==> src/rtl/usb_slfifo_pkg.sv <==
// Shared definitions for the FX2 slave-FIFO write sequencer.
package usb_slfifo_pkg;

  // Sequencer states
  typedef enum logic [2:0] {
    ST_IDLE   = 3'd0,
    ST_ARM    = 3'd1,
    ST_BURST  = 3'd2,
    ST_COMMIT = 3'd3,
    ST_GAP    = 3'd4
  } state_t;

  // FIFOADR[1:0] endpoint selects
  localparam logic [1:0] FIFOADR_EP2 = 2'b00;
  localparam logic [1:0] FIFOADR_EP4 = 2'b01;
  localparam logic [1:0] FIFOADR_EP6 = 2'b10;
  localparam logic [1:0] FIFOADR_EP8 = 2'b11;

  // Cycles spent with all strobes high after a commit, so FX2 flags settle
  localparam int unsigned GAP_CYCLES = 2;
  // Consecutive not-full samples required before a packet is started
  localparam int unsigned ARM_QUAL   = 2;

  // 16-bit increment that sticks at all-ones instead of wrapping
  function automatic logic [15:0] sat_inc16(input logic [15:0] v);
    logic [15:0] r;
    if (v == 16'hFFFF) begin
      r = v;
    end else begin
      r = v + 16'd1;
    end
    return r;
  endfunction

endpackage

==> src/rtl/usb_slfifo_wr_ctrl.sv <==
// Write sequencer for the CY7C68013A slave FIFO (EP6 IN, 16-bit sync mode).
// Takes a valid/ready word stream, writes it into the FX2 FIFO one packet at
// a time, and commits partial packets with PKTEND on idle timeout or disable.
module usb_slfifo_wr_ctrl
  import usb_slfifo_pkg::*;
#(
  parameter int unsigned PKT_WORDS    = 256,
  parameter int unsigned IDLE_TIMEOUT = 1024,
  parameter logic [1:0]  FIFO_ADDR    = FIFOADR_EP6
) (
  input  logic        i_usb_ifclk,
  input  logic        i_usb_reset,
  input  logic        i_enable,
  input  logic [15:0] i_s_data,
  input  logic        i_s_valid,
  output logic        o_s_ready,
  input  logic        i_flag_full_n,
  output logic [15:0] o_usb_fd,
  output logic        o_usb_slwr_n,
  output logic        o_usb_slrd_n,
  output logic        o_usb_sloe_n,
  output logic        o_usb_pktend_n,
  output logic [1:0]  o_usb_fifoadr,
  output logic        o_busy,
  output logic [15:0] o_pkt_cnt
);

  localparam int unsigned       WCNT_W       = $clog2(PKT_WORDS + 1);
  localparam logic [WCNT_W-1:0] LP_PKT_WORDS = WCNT_W'(PKT_WORDS);
  localparam logic [WCNT_W-1:0] LP_WCNT_ZERO = {WCNT_W{1'b0}};
  localparam logic [WCNT_W-1:0] LP_WCNT_ONE  = WCNT_W'(1);
  localparam logic [15:0]       LP_TIMEOUT   = 16'(IDLE_TIMEOUT);
  localparam logic [1:0]        LP_ARM_QUAL  = 2'(ARM_QUAL);
  localparam logic [1:0]        LP_GAP_LAST  = 2'(GAP_CYCLES - 1);

  state_t            r_state;
  state_t            w_state_nxt;
  logic [WCNT_W-1:0] r_wcnt;
  logic [WCNT_W-1:0] w_wcnt_nxt;
  logic [WCNT_W-1:0] w_wcnt_inc;
  logic [15:0]       r_idle;
  logic [15:0]       w_idle_nxt;
  logic [15:0]       w_idle_inc;
  logic [1:0]        r_qual;
  logic [1:0]        w_qual_nxt;
  logic [1:0]        w_qual_inc;
  logic [1:0]        r_gap;
  logic [1:0]        w_gap_nxt;
  logic              r_cphase;
  logic              w_cphase_nxt;

  logic [15:0]       r_fd;
  logic [15:0]       w_fd_nxt;
  logic              r_slwr_n;
  logic              w_slwr_n_nxt;
  logic              r_pktend_n;
  logic              w_pktend_n_nxt;
  logic [15:0]       r_pkt_cnt;
  logic [15:0]       w_pkt_cnt_nxt;
  logic              r_busy;
  logic              r_slrd_n;
  logic              r_sloe_n;
  logic [1:0]        r_fifoadr;

  logic              w_s_ready;
  logic              w_accept;

  // The source may only hand over a word while a packet is open and has room.
  assign w_s_ready  = (r_state == ST_BURST) && (r_wcnt < LP_PKT_WORDS) && i_enable;
  assign w_accept   = w_s_ready && i_s_valid;
  assign w_wcnt_inc = r_wcnt + LP_WCNT_ONE;
  assign w_idle_inc = sat_inc16(r_idle);
  assign w_qual_inc = r_qual + 2'd1;

  // Next-state and next-output decode; strobes idle high unless a cycle asks otherwise.
  always_comb begin
    w_state_nxt    = r_state;
    w_wcnt_nxt     = r_wcnt;
    w_idle_nxt     = r_idle;
    w_qual_nxt     = r_qual;
    w_gap_nxt      = r_gap;
    w_cphase_nxt   = r_cphase;
    w_fd_nxt       = r_fd;
    w_slwr_n_nxt   = 1'b1;
    w_pktend_n_nxt = 1'b1;
    w_pkt_cnt_nxt  = r_pkt_cnt;

    case (r_state)
      ST_IDLE: begin
        w_wcnt_nxt   = LP_WCNT_ZERO;
        w_idle_nxt   = 16'd0;
        w_qual_nxt   = 2'd0;
        w_gap_nxt    = 2'd0;
        w_cphase_nxt = 1'b0;
        if (i_enable) begin
          w_state_nxt = ST_ARM;
        end else begin
          w_state_nxt = ST_IDLE;
        end
      end

      ST_ARM: begin
        // A fresh packet starts only after the FX2 reports room twice in a row.
        w_wcnt_nxt = LP_WCNT_ZERO;
        w_idle_nxt = 16'd0;
        if (!i_enable) begin
          w_qual_nxt  = 2'd0;
          w_state_nxt = ST_IDLE;
        end else if (i_flag_full_n) begin
          if (w_qual_inc == LP_ARM_QUAL) begin
            w_qual_nxt  = 2'd0;
            w_state_nxt = ST_BURST;
          end else begin
            w_qual_nxt  = w_qual_inc;
          end
        end else begin
          w_qual_nxt = 2'd0;
        end
      end

      ST_BURST: begin
        if (w_accept) begin
          // An accepted word is always written; a full packet is auto-committed by the FX2.
          w_fd_nxt     = i_s_data;
          w_slwr_n_nxt = 1'b0;
          w_idle_nxt   = 16'd0;
          if (w_wcnt_inc == LP_PKT_WORDS) begin
            w_wcnt_nxt    = LP_WCNT_ZERO;
            w_pkt_cnt_nxt = r_pkt_cnt + 16'd1;
            w_gap_nxt     = 2'd0;
            w_state_nxt   = ST_GAP;
          end else begin
            w_wcnt_nxt = w_wcnt_inc;
          end
        end else if (!i_enable) begin
          if (r_wcnt != LP_WCNT_ZERO) begin
            w_cphase_nxt = 1'b0;
            w_state_nxt  = ST_COMMIT;
          end else begin
            w_state_nxt  = ST_IDLE;
          end
        end else if (r_wcnt != LP_WCNT_ZERO) begin
          // Partial packet stalled: flush it once the source has been quiet long enough.
          w_idle_nxt = w_idle_inc;
          if (w_idle_inc >= LP_TIMEOUT) begin
            w_cphase_nxt = 1'b0;
            w_state_nxt  = ST_COMMIT;
          end else begin
            w_state_nxt  = ST_BURST;
          end
        end else begin
          w_idle_nxt = 16'd0;
        end
      end

      ST_COMMIT: begin
        // First cycle keeps SLWR high so PKTEND never overlaps a write.
        if (!r_cphase) begin
          w_cphase_nxt = 1'b1;
        end else begin
          w_cphase_nxt   = 1'b0;
          w_pktend_n_nxt = 1'b0;
          w_pkt_cnt_nxt  = r_pkt_cnt + 16'd1;
          w_wcnt_nxt     = LP_WCNT_ZERO;
          w_idle_nxt     = 16'd0;
          w_gap_nxt      = 2'd0;
          w_state_nxt    = ST_GAP;
        end
      end

      ST_GAP: begin
        w_qual_nxt = 2'd0;
        if (r_gap == LP_GAP_LAST) begin
          w_gap_nxt = 2'd0;
          if (i_enable) begin
            w_state_nxt = ST_ARM;
          end else begin
            w_state_nxt = ST_IDLE;
          end
        end else begin
          w_gap_nxt = r_gap + 2'd1;
        end
      end

      default: begin
        w_state_nxt = ST_IDLE;
      end
    endcase
  end

  // State, counters and all pin outputs; reset abandons any open packet.
  always_ff @(posedge i_usb_ifclk) begin
    if (i_usb_reset) begin
      r_state    <= ST_IDLE;
      r_wcnt     <= LP_WCNT_ZERO;
      r_idle     <= 16'd0;
      r_qual     <= 2'd0;
      r_gap      <= 2'd0;
      r_cphase   <= 1'b0;
      r_fd       <= 16'd0;
      r_slwr_n   <= 1'b1;
      r_pktend_n <= 1'b1;
      r_pkt_cnt  <= 16'd0;
      r_busy     <= 1'b0;
      r_slrd_n   <= 1'b1;
      r_sloe_n   <= 1'b1;
      r_fifoadr  <= FIFO_ADDR;
    end else begin
      r_state    <= w_state_nxt;
      r_wcnt     <= w_wcnt_nxt;
      r_idle     <= w_idle_nxt;
      r_qual     <= w_qual_nxt;
      r_gap      <= w_gap_nxt;
      r_cphase   <= w_cphase_nxt;
      r_fd       <= w_fd_nxt;
      r_slwr_n   <= w_slwr_n_nxt;
      r_pktend_n <= w_pktend_n_nxt;
      r_pkt_cnt  <= w_pkt_cnt_nxt;
      r_busy     <= (w_state_nxt != ST_IDLE);
      r_slrd_n   <= 1'b1;
      r_sloe_n   <= 1'b1;
      r_fifoadr  <= FIFO_ADDR;
    end
  end

  assign o_s_ready      = w_s_ready;
  assign o_usb_fd       = r_fd;
  assign o_usb_slwr_n   = r_slwr_n;
  assign o_usb_slrd_n   = r_slrd_n;
  assign o_usb_sloe_n   = r_sloe_n;
  assign o_usb_pktend_n = r_pktend_n;
  assign o_usb_fifoadr  = r_fifoadr;
  assign o_busy         = r_busy;
  assign o_pkt_cnt      = r_pkt_cnt;

endmodule

==> config.mk <==
export PLATFORM = sky130hd
export DESIGN_NAME = usb_slfifo_wr_ctrl
export DESIGN_NICKNAME = d
export VERILOG_FILES = /design/src/rtl/usb_slfifo_pkg.sv /design/src/rtl/usb_slfifo_wr_ctrl.sv
export SDC_FILE = /design/constraint.sdc
export NUM_CORES = 1
export LEC_CHECK = 0
export BUFFER_PORTS_ARGS = -buffer_cell sky130_fd_sc_hd__buf_2
export CORE_ASPECT_RATIO = 1.4
export CORE_MARGIN = 1
export CORE_UTILIZATION = 55
export DETAILED_ROUTE_END_ITERATION = 10
export PLACE_DENSITY_LB_ADDON = 0.1
export SLEW_MARGIN = 20
export SYNTH_ARGS = -nofsm -noshare
export SYNTH_HDL_FRONTEND = slang
export SYNTH_SLANG_ARGS = --single-unit
==> constraint.sdc <==
create_clock -name i_usb_ifclk -period 4.9 [get_ports i_usb_ifclk]
set_input_delay 0.98 -clock i_usb_ifclk [delete_from_list [all_inputs] [get_ports i_usb_ifclk]]
set_output_delay 0.98 -clock i_usb_ifclk [all_outputs]
set_load 0.02 [all_outputs]
==> results.toml <==
[detailed_routing]
routed_via_density = 5.92
wl_um = 8420
drtIter0Drc = 264
ant_nets = 0
wl_per_cell_um = 14.9
num_vias = 3347
first_pass_iters = 4
route.detailed.drc = 0

[grt]
antenna_found_initial = 0
grt_pass1_wl_um = 13800
grt_max_degree = 45
grt-ovfl-total = 0
grt_pass1_vias = 3025
track_usage_pct = 25.7

[sta]
fin_setup_tns_ns = 0
skew_ns = 0.00409
setup_viol = 0
hold_viol = 0
fin_ws_ns = 2.09
fmax_ghz = 0.356
slew_violations = 0
relSlewSlack_pct = 49.6
rsz0062_at_grt = "no"
worstMarginPinSlew_ns = 0.757
finalCritPeriodShare_pct = 57.3
min_period_ns = 2.81

[worst_setup_path]
crit_required_ns = 5.12
critical_path_class = "in -> reg"
cp.arrival_ns = 3.03
worstSetupStartpointType = "input port"
cp-end-kind = "flop"
cp_max_fo = 22

[finish]
drive_gt1_share_pct = 16.6
syn_to_final_growth_pct = 13.9
diodes = 0
fillCellCount = 508
final_util_pct = 66.3
final_nets = 515

[logic_synthesis]
synth_most_common_cell = "dfxtp_1"
synth_cell_types = 59
async_flop_share_pct = 0
yosysTopAreaCellShare_pct = 39.1
synth_edf_count = 0
yosys_warnings = 0
synth_top_flop_cell = "dfxtp_1"
synth_seq_cells = 68
synth_commonest_cells = "dfxtp_1 (68), nand2_1 (58), a21oi_1 (48)"
synthCells = 446
syn_avg_cell_area_um2 = 7.81
netlist_top_cells_area = "dfxtp_1 (39%), a21oi_1 (6.9%), nand2_1 (6.3%)"
synth-seq-area-share_pct = 39.1
synth_area_mm2 = 0.00348
synth_area_leader_cell = "dfxtp_1"

[power]
max-vdd-ir-drop_mv = 0.187
p_clk_share_pct = 46.5
p_leak_nw = 1.48
internal-power_w = 0.000849
p_per_area_mw_per_mm2 = 274
power_frac_comb_pct = 2.5
switching_power_w = 0.000238
p_sw_share_pct = 21.9
seqPwrFrac_pct = 51.0

[floorplan]
num_rows = 33
die_x_um = 69.2
start_util_pct = 58.2
top_level_ports = 61
die_y_um = 96.1
core_area_mm2 = 0.00599
fp.dieArea_mm2 = 0.00666

[clock_tree]
cts_max_level = 3
cts_tree = "done"
cts_hold_buf = 0
clk_latency_ns = 0.34
post_cts_buffers = 0
clk_path_buf_depth = 2
cts_resized = 0
cts_sinks = 68
clockRootBuffer = "clkbuf_8"
cts-buffers-inserted = 9
path_clk_slew_ns = 0.07

[placement]
dpl.hpwl_um = 5960
dp_slack_ns = 1.73
port-buffer-count = 56
place_congestion = 0.885

[outcome]
status = "completed"

[job]
maxCapViolCount = 0

[min_path]
hold_path.class = "reg -> reg"
[critical path, cell delays in order]
cell and delay (ns):
buf_2 0.16, and3b_1 0.24, and2_1 0.64, a31oi_1 0.15, buf_4 0.24, nor4b_1 0.40
xnor2_1 0.16, nor2_1 0.05
[per-layer routing]
layer	vias to the layer above	track usage (%)	share of wire, %	wire, µm
met4	0	11.1	1.8	153
met1	1590	28.9	42	3500
met2	74	47.0	54	4520
met5	-	0	0	0
met3	16	5.13	2.9	245
li1	1667	-	-	-
[layout by cell type (no fill, tap or decap), types with 3 or more instances in the layout]
master and instances:
dfxtp_1 68, nand2_1 58, buf_2 56, a21oi_1 48
nor2_1 40, nand3_1 23, nor3_1 18, xnor2_1 13
inv_1 12, o21ai_0 12, o21ai_1 11, nand4_1 10
clkbuf_8 9, a31oi_1 8, and3_1 7, nor3b_1 6
or3_1 6, nand2b_1 5, and2_1 5, or4_1 5
xor2_1 4, ha_1 4, conb_1 4, nor4_1 3
o221ai_1 3, o21a_1 3, and4_1 3, nand3b_1 3
[cells by family (layout without fill, tap and decap cells)]
kind of cell,after synthesis,count (layout),synth area share (%)
DFF,68,68,39.1
xor gates and xnor gates,17,17,4.28
and+or+nand+nor,212,212,32.6
AOI/OAI and AO/OA,102,102,17.2
muxes,1,1,0.287
adders and majority gates,4,4,1.44
buffers and inverters,40,87,4.89
other,2,4,0.216
[final timing paths]
path | from | end | slack (ns) | cells after the start
setup / recovery | i_enable | o_pkt_cnt[15]$_SDFFE_PP0P_ | 2.09 | 8
hold / removal | o_usb_fd[13]$_SDFFE_PP0P_ | o_usb_fd[13]$_SDFFE_PP0P_ | 0.45 | 2
setup reg to reg | r_state[1]$_SDFF_PP0_ | o_pkt_cnt[15]$_SDFFE_PP0P_ | 2.18 | 7
hold reg to reg | o_usb_fd[13]$_SDFFE_PP0P_ | o_usb_fd[13]$_SDFFE_PP0P_ | 0.45 | 2
[flip-flops by register name, indices dropped and copies added (netlist names)]
signal,count
r_wcnt,9
o_busy,1
o_usb_slwr_n,1
o_usb_pktend_n,1
r_gap,2
r_cphase,1
o_usb_fd,16
r_idle,16
r_state,3
r_qual,2
o_pkt_cnt,16
[metrics by stage]
| stage | hold slack, ns | power [W] | instances | area, µm² |
|---|---|---|---|---|
| after floorplan | 0.427 | 0.000585 | 448 | 3490 |
| after global placement | 0.439 | 0.000595 | 549 | 3750 |
| after detailed placement | 0.444 | 0.000595 | 549 | 3750 |
| after CTS | 0.455 | 0.00110 | 565 | 3970 |
| after global routing | 0.475 | 0.00112 | 565 | 3970 |
| final | 0.451 | 0.00109 | 565 | 3970 |
[power by group through the flow]
stage	Clock [W]	Combinational (W)	Sequential (W)
floorplan	0	0.0000184	0.000567
global placement	0	0.0000274	0.000567
detailed placement	0	0.0000276	0.000567
CTS	0.000515	0.0000278	0.000554
global route	0.000538	0.0000301	0.000554
finish	0.000506	0.0000276	0.000554
[cell type report]
type | instances | area [µm²] | share of cell area, %
inverter | 13 | 48.8 | 1.23
clock buffer | 10 | 128 | 3.22
clock inverter | 6 | 88.8 | 2.24
tap | 70 | 87.6 | 2.21
sequential | 68 | 1360 | 34.3
multi-input combinational | 340 | 1960 | 49.4
timing repair buffer | 58 | 295 | 7.44
No activity file was read; power rests on OpenSTA's default activity.
